$ cat src/rtl/alu_operand_stage.sv
// ---------------------------------------------------------------------------
// alu_operand_stage
//
// Operand-fetch stage sitting directly in front of the ALU. It holds a 32x32
// register file (R0 hard-wired to zero) and a one-deep output register that
// presents input1/input2/ALUControl to the ALU.
//
// Operand A is R[rs]. Operand B is either R[rt] or the 16-bit immediate,
// sign- or zero-extended. The operation is captured under a valid/ready
// handshake. There is no skid buffer: in_ready = !out_valid || out_ready.
//
// The write-back port is independent of the handshake. It writes on every
// clock edge where wb_en=1, including while the stage is stalled.
//
// Optional feature: define ALU_OPERAND_BYPASS_EN to add write-through on
// reads. A read whose index matches a nonzero wb_addr while wb_en=1 returns
// wb_data in the same cycle. Without the macro, the read returns the value
// already in the array. In that case decode must insert one bubble on a
// read-after-write hazard.
//
// Ports
//   clk          in   1       rising-edge clock
//   reset        in   1       asynchronous, active-high reset
//   in_valid     in   1       decode presents an operation
//   in_ready     out  1       stage can accept the operation this cycle
//   rs_addr      in   5       operand A register index
//   rt_addr      in   5       operand B register index
//   imm          in   16      immediate field
//   use_imm      in   1       1: operand B = extended imm, 0: R[rt]
//   imm_zext     in   1       1: zero-extend imm, 0: sign-extend imm
//   alu_ctrl_in  in   4       ALU opcode, passed through undecoded
//   wb_en        in   1       register write enable
//   wb_addr      in   5       register write index
//   wb_data      in   DATA_W  register write data
//   out_valid    out  1       output register holds a valid operation
//   out_ready    in   1       ALU consumes the operation this cycle
//   input1       out  DATA_W  registered operand A
//   input2       out  DATA_W  registered operand B
//   ALUControl   out  4       registered ALU opcode
//
// Parameters
//   DATA_W  operand / register width (at least 16)
//   NREGS   register count; the address width is fixed at 5 bits, so this
//           must be 32
// ---------------------------------------------------------------------------
module alu_operand_stage #(
    parameter int DATA_W = 32,
    parameter int NREGS  = 32
) (
    input  logic              clk,
    input  logic              reset,
    input  logic              in_valid,
    output logic              in_ready,
    input  logic [4:0]        rs_addr,
    input  logic [4:0]        rt_addr,
    input  logic [15:0]       imm,
    input  logic              use_imm,
    input  logic              imm_zext,
    input  logic [3:0]        alu_ctrl_in,
    input  logic              wb_en,
    input  logic [4:0]        wb_addr,
    input  logic [DATA_W-1:0] wb_data,
    output logic              out_valid,
    input  logic              out_ready,
    output logic [DATA_W-1:0] input1,
    output logic [DATA_W-1:0] input2,
    output logic [3:0]        ALUControl
);

    // Widen the 16-bit immediate to operand width.
    function automatic logic [DATA_W-1:0] ext_imm(input logic [15:0] imm_f,
                                                  input logic        zext_f);
        if (zext_f)
            return {{(DATA_W-16){1'b0}}, imm_f};
        else
            return {{(DATA_W-16){imm_f[15]}}, imm_f};
    endfunction

    logic [DATA_W-1:0] regs_q [NREGS];
    logic [DATA_W-1:0] regs_d [NREGS];

    logic [DATA_W-1:0] rs_val;
    logic [DATA_W-1:0] rt_val;
    logic [DATA_W-1:0] opb_val;
    logic              wb_hit;
    logic              accept;

    logic              vld_p1_q,  vld_p1_d;
    logic [DATA_W-1:0] a_p1_q,    a_p1_d;
    logic [DATA_W-1:0] b_p1_q,    b_p1_d;
    logic [3:0]        ctrl_p1_q, ctrl_p1_d;

    // A write to R0 is dropped, so R0 stays zero.
    assign wb_hit = wb_en && (wb_addr != 5'd0);

    // Register-file write port.
    always_comb begin
        regs_d = regs_q;
        if (wb_hit)
            regs_d[wb_addr] = wb_data;
        regs_d[0] = '0;
    end

    // Combinational read ports, with optional write-through from write-back.
    always_comb begin
        rs_val = (rs_addr == 5'd0) ? '0 : regs_q[rs_addr];
        rt_val = (rt_addr == 5'd0) ? '0 : regs_q[rt_addr];
`ifdef ALU_OPERAND_BYPASS_EN
        if (wb_hit && (wb_addr == rs_addr))
            rs_val = wb_data;
        if (wb_hit && (wb_addr == rt_addr))
            rt_val = wb_data;
`endif
        opb_val = use_imm ? ext_imm(imm, imm_zext) : rt_val;
    end

    // One-deep output buffer. It can take new data when it is empty, or when
    // its current contents are being consumed in the same cycle.
    assign in_ready = !vld_p1_q || out_ready;
    assign accept   = in_valid && in_ready;

    always_comb begin
        vld_p1_d  = accept || (vld_p1_q && !out_ready);
        a_p1_d    = a_p1_q;
        b_p1_d    = b_p1_q;
        ctrl_p1_d = ctrl_p1_q;
        if (accept) begin
            a_p1_d    = rs_val;
            b_p1_d    = opb_val;
            ctrl_p1_d = alu_ctrl_in;
        end
    end

    // Stage p0 -> p1: register file state and the operand register for the ALU.
    always_ff @(posedge clk or posedge reset) begin
        if (reset) begin
            for (int i = 0; i < NREGS; i++)
                regs_q[i] <= '0;
            vld_p1_q  <= 1'b0;
            a_p1_q    <= '0;
            b_p1_q    <= '0;
            ctrl_p1_q <= '0;
        end else begin
            for (int i = 0; i < NREGS; i++)
                regs_q[i] <= regs_d[i];
            vld_p1_q  <= vld_p1_d;
            a_p1_q    <= a_p1_d;
            b_p1_q    <= b_p1_d;
            ctrl_p1_q <= ctrl_p1_d;
        end
    end

    assign out_valid  = vld_p1_q;
    assign input1     = a_p1_q;
    assign input2     = b_p1_q;
    assign ALUControl = ctrl_p1_q;

endmodule
$ cat config.mk
export PLATFORM = sky130hd
export DESIGN_NAME = alu_operand_stage
export DESIGN_NICKNAME = d
export VERILOG_FILES = /design/src/rtl/alu_operand_stage.sv
export SDC_FILE = /design/constraint.sdc
export NUM_CORES = 2
export LEC_CHECK = 0
export ABC_CLOCK_PERIOD_IN_PS = 78200
export CORE_ASPECT_RATIO = 0.7
export CORE_MARGIN = 1
export CORE_UTILIZATION = 45
export CTS_CLUSTER_SIZE = 10
export DETAILED_ROUTE_END_ITERATION = 10
export DONT_BUFFER_PORTS = 1
export PLACE_DENSITY_LB_ADDON = 0.08
export SLEW_MARGIN = 20
export SYNTH_ARGS = -nofsm -noshare
export SYNTH_HDL_FRONTEND = slang
export SYNTH_SLANG_ARGS = --single-unit
$ cat constraint.sdc
create_clock -name clk -period 78.2 [get_ports clk]
set_clock_uncertainty 0.1 [all_clocks]
set_input_delay 19.55 -clock clk [delete_from_list [all_inputs] [get_ports clk]]
set_output_delay 19.55 -clock clk [all_outputs]
set_load 0.03 [all_outputs]
==> summary.md <==
| Metric | Value |
|---|---|
| Status | finished clean |
| Largest net degree at the start of global routing | 286 |
| Setup_tns | 0 ns |
| R2R Setup Slk | 74.76 ns |
| Leak | 25.5 nW |
| Via count | 35900 |
| Die area | 126000 µm² |
| Register bit total from synthesis | 1061 |
| Finished Cell Area | 60200 µm² |
| Buffer and inverter count on the worst path | 1 |
| Post-CTS Resized | 0 |
| Worst r2r src | out_valid$_DFF_PP0_ |
| Final core occ | 49.2% |
| CP max-delay cell | clkinv_1 |
| TritonCTS buffer count | 119 |
| Asr flop ratio synth | 100% |
| IO Count | 144 |
| First-pass GRT wire length | 271000 µm |
| Tcrit/Tclk final | 51.1% |
| Vias in the first global route | 37500 |
| Post-synthesis sequential area ratio | 47.5% |
| Initial antenna violation count | 17 |
| CTS tree | yes |
| IO buf count | 0 |
| Achievable clock frequency | 25.0 MHz |
| DR vias/cell | 6.75 |
| PwrDens | 25.7 nW/µm² |
| Unique cell type count in the Yosys netlist | 59 |
| Syn_area_per_cell | 14.4 µm² |
| GR Overflow Total | 0 |
| Unrepaired setup endpoints after global routing | false |
| Fin crit period | 39.95 ns |
| Worst slack, placed | 38.27 ns |
| Global route hottest layer | met2 |
| Die Ht | 297 µm |
| Cells after DPL | 5162 |
| Clock Path Buffers | 3 |
| Setup violators final | 0 |
| CTS Hold Bufs | 0 |
| Post-DP Area | 56800 µm² |
| Worst setup EP type | output pin |
| Initial Util | 45.6% |
| CP max FO | 8 |
| Tot GR Track Use | 29.7% |
| CP arrival | 20.30 ns |
| Worst path max stage delay | 0.44 ns |
| Wire per inst | 35.1 µm |
| Postcts setup bufs | 0 |
| Worst hold path type | flop to flop |
| Mapped Area | 55800 µm² |
| GPL Wtd Cong | 0.852 |
| Mapped Nets | 3941 |
| R2R depth | 6 |
| Syn Inst Count | 3867 |
| Drt pass-1 iters | 5 |
| GR Util met1 | 43.1% |
| Final worst setup slack | 38.25 ns |
| 1st-iter DRT viols | 3789 |
| Post-detailed-placement half-perimeter wirelength | 105000 µm |
| DRC | 0 |
| Slew @ Worst Pin | 1.29 ns |
| Clock slew at reported path FFs | 0.05 ns |
| Synth warnings | 0 |
| Core ar. | 122000 µm² |
| Dominant synthesized flop cell | dfrtp_1 |
| Layout Nets | 3725 |
| Hold_sp | regs_q[829]$_DFFE_PP0P_ |
| Hold Path Sink | regs_q[829]$_DFFE_PP0P_ |
| Layout cells sized above 1 | 47.7% |
| Clock Sinks | 1061 |
| Peak VDD IR | 0.0195 mV |
| CP required | 58.55 ns |
| Met3 GRT Util | 7.54% |
| Clk_lat worst skew | 0.75 ns |
| Multi-input logic area | 27700 µm² |
| FF+latch area | 26600 µm² |
| Slew headroom | 12.6% |
| Die width | 423 µm |
| Max cap viols | 0 |
| Post-synth EDFFs | 0 |
| Final cell count without fillers | 5323 |
| Setup CP Type | input port to output pin |
| Antenna Nets Post-Route | 0 |
| Final Hold Fails | 0 |
| Crit Reg-Reg Endpoint | input2[24]$_DFFE_PP0P_ |
| Power Total | 1.55 mW |
| CP Launch Type | input port |
| CTS root buffer | clkbuf_16 |
| Synth-to-Final Area Change | 7.82% |
| Grt met2 use | 43.8% |
| Hold Crit Depth | 1 |
| H-tree depth | 3 |
| Crit-path leading delay family | buffers and inverters |
| Core Rows | 107 |
| FILL cells | 10300 |
| Overall routed net length | 187000 µm |
| Count of pins over their slew limit | 0 |
| Hold Slack | 0.420 ns |
| CP cell instances | and2b_1 > clkinv_1 |
==> where the power goes <==
group / leakage, nW / internal (mW) / total (mW) / switching, mW
Sequential: 13.5 / 0.657 / 0.753 / 0.0964
Clock: 1.61 / 0.284 / 0.505 / 0.221
Combinational: 10.4 / 0.181 / 0.288 / 0.107
Total: 25.5 / 1.12 / 1.55 / 0.424
==> Yosys cell counts (21+ instances only) <==
cell         n  area (µm²)
mux2_2    1102       12400
dfrtp_1   1061       26600
mux4_2     394        8870
clkbuf_1   207         777
mux2i_1    153        1530
nor2_1     119         447
buf_2      100         500
nand2_1     99         372
a221oi_1    67         587
buf_1       62         233
o21ai_0     58         290
a21oi_1     52         260
nor2b_1     43         269
o22ai_1     38         238
a22oi_1     33         248
buf_4       27         203
o221ai_1    23         201
a211oi_1    22         165
o211ai_1    21         158
==> registers in the layout, summed over array words and instances, names as in the netlist <==
signal and count:
input1 32, out_valid 1, ALUControl 4, regs_q 992
input2 32
==> kinds of logic after synthesis <==
logic type,after synthesis,share of synthesized area [%]
multiplexers,1651,40.9
flip-flops,1061,47.5
AND/OR/NAND/NOR,342,2.87
buffers and inverters,407,3.24
AO/OA/AOI/OAI,406,5.40
==> cells in the final DEF (no fill, tap or decap), types with 6 or more instances in the layout <==
master,netlist,layout
mux4_2,394,394
o221a_2,11,11
a221oi_1,67,67
buf_4,27,56
clkbuf_8,0,7
mux2i_1,153,153
o31ai_1,6,6
o22ai_1,38,38
nor2_1,119,100
o21ai_0,58,58
nand2b_1,20,20
nor3_1,18,17
a22oi_1,33,33
clkbuf_1,207,22
mux2_2,1102,1102
nor2_4,0,17
a2bb2o_1,9,9
o211ai_1,21,21
nor2b_1,43,41
a32oi_1,6,6
clkbuf_16,0,123
nand3b_1,6,6
nand2_2,0,16
o221ai_1,23,23
a211oi_1,22,21
o32ai_1,20,20
nand3_1,8,8
a32o_1,12,12
a21oi_1,52,51
nor3b_1,6,6
o311ai_0,10,9
nand2_1,99,83
dfrtp_1,1061,1061
==> how the worst max path moves through the flow <==
stage / start / endpoint / cells after the start
after floorplan: reset / ALUControl[0]$_DFFE_PP0P_ / 1
after global placement: out_ready / in_ready / 2
after CTS: out_ready / in_ready / 2
after global routing: out_ready / in_ready / 2
final: out_ready / in_ready / 2
after detailed placement: out_ready / in_ready / 2
==> area by class of cell <==
type                    count  share of cell area [%]
diodes                      2                 0.00831
well taps                1635                    3.40
clock inverters             4                  0.0520
clock buffers             152                    5.41
repair buffers             66                   0.997
multi-input cells        2399                    46.0
flip-flops and latches   1061                    44.1
inverters                   4                  0.0374
==> routing by layer <==
layer	part of all wire (%)	wire length (µm)
met5	0.041	77
met4	3.4	6350
met3	8.4	15800
met2	44	82900
met1	44	81900
No activity file was read; power rests on OpenSTA's default activity.
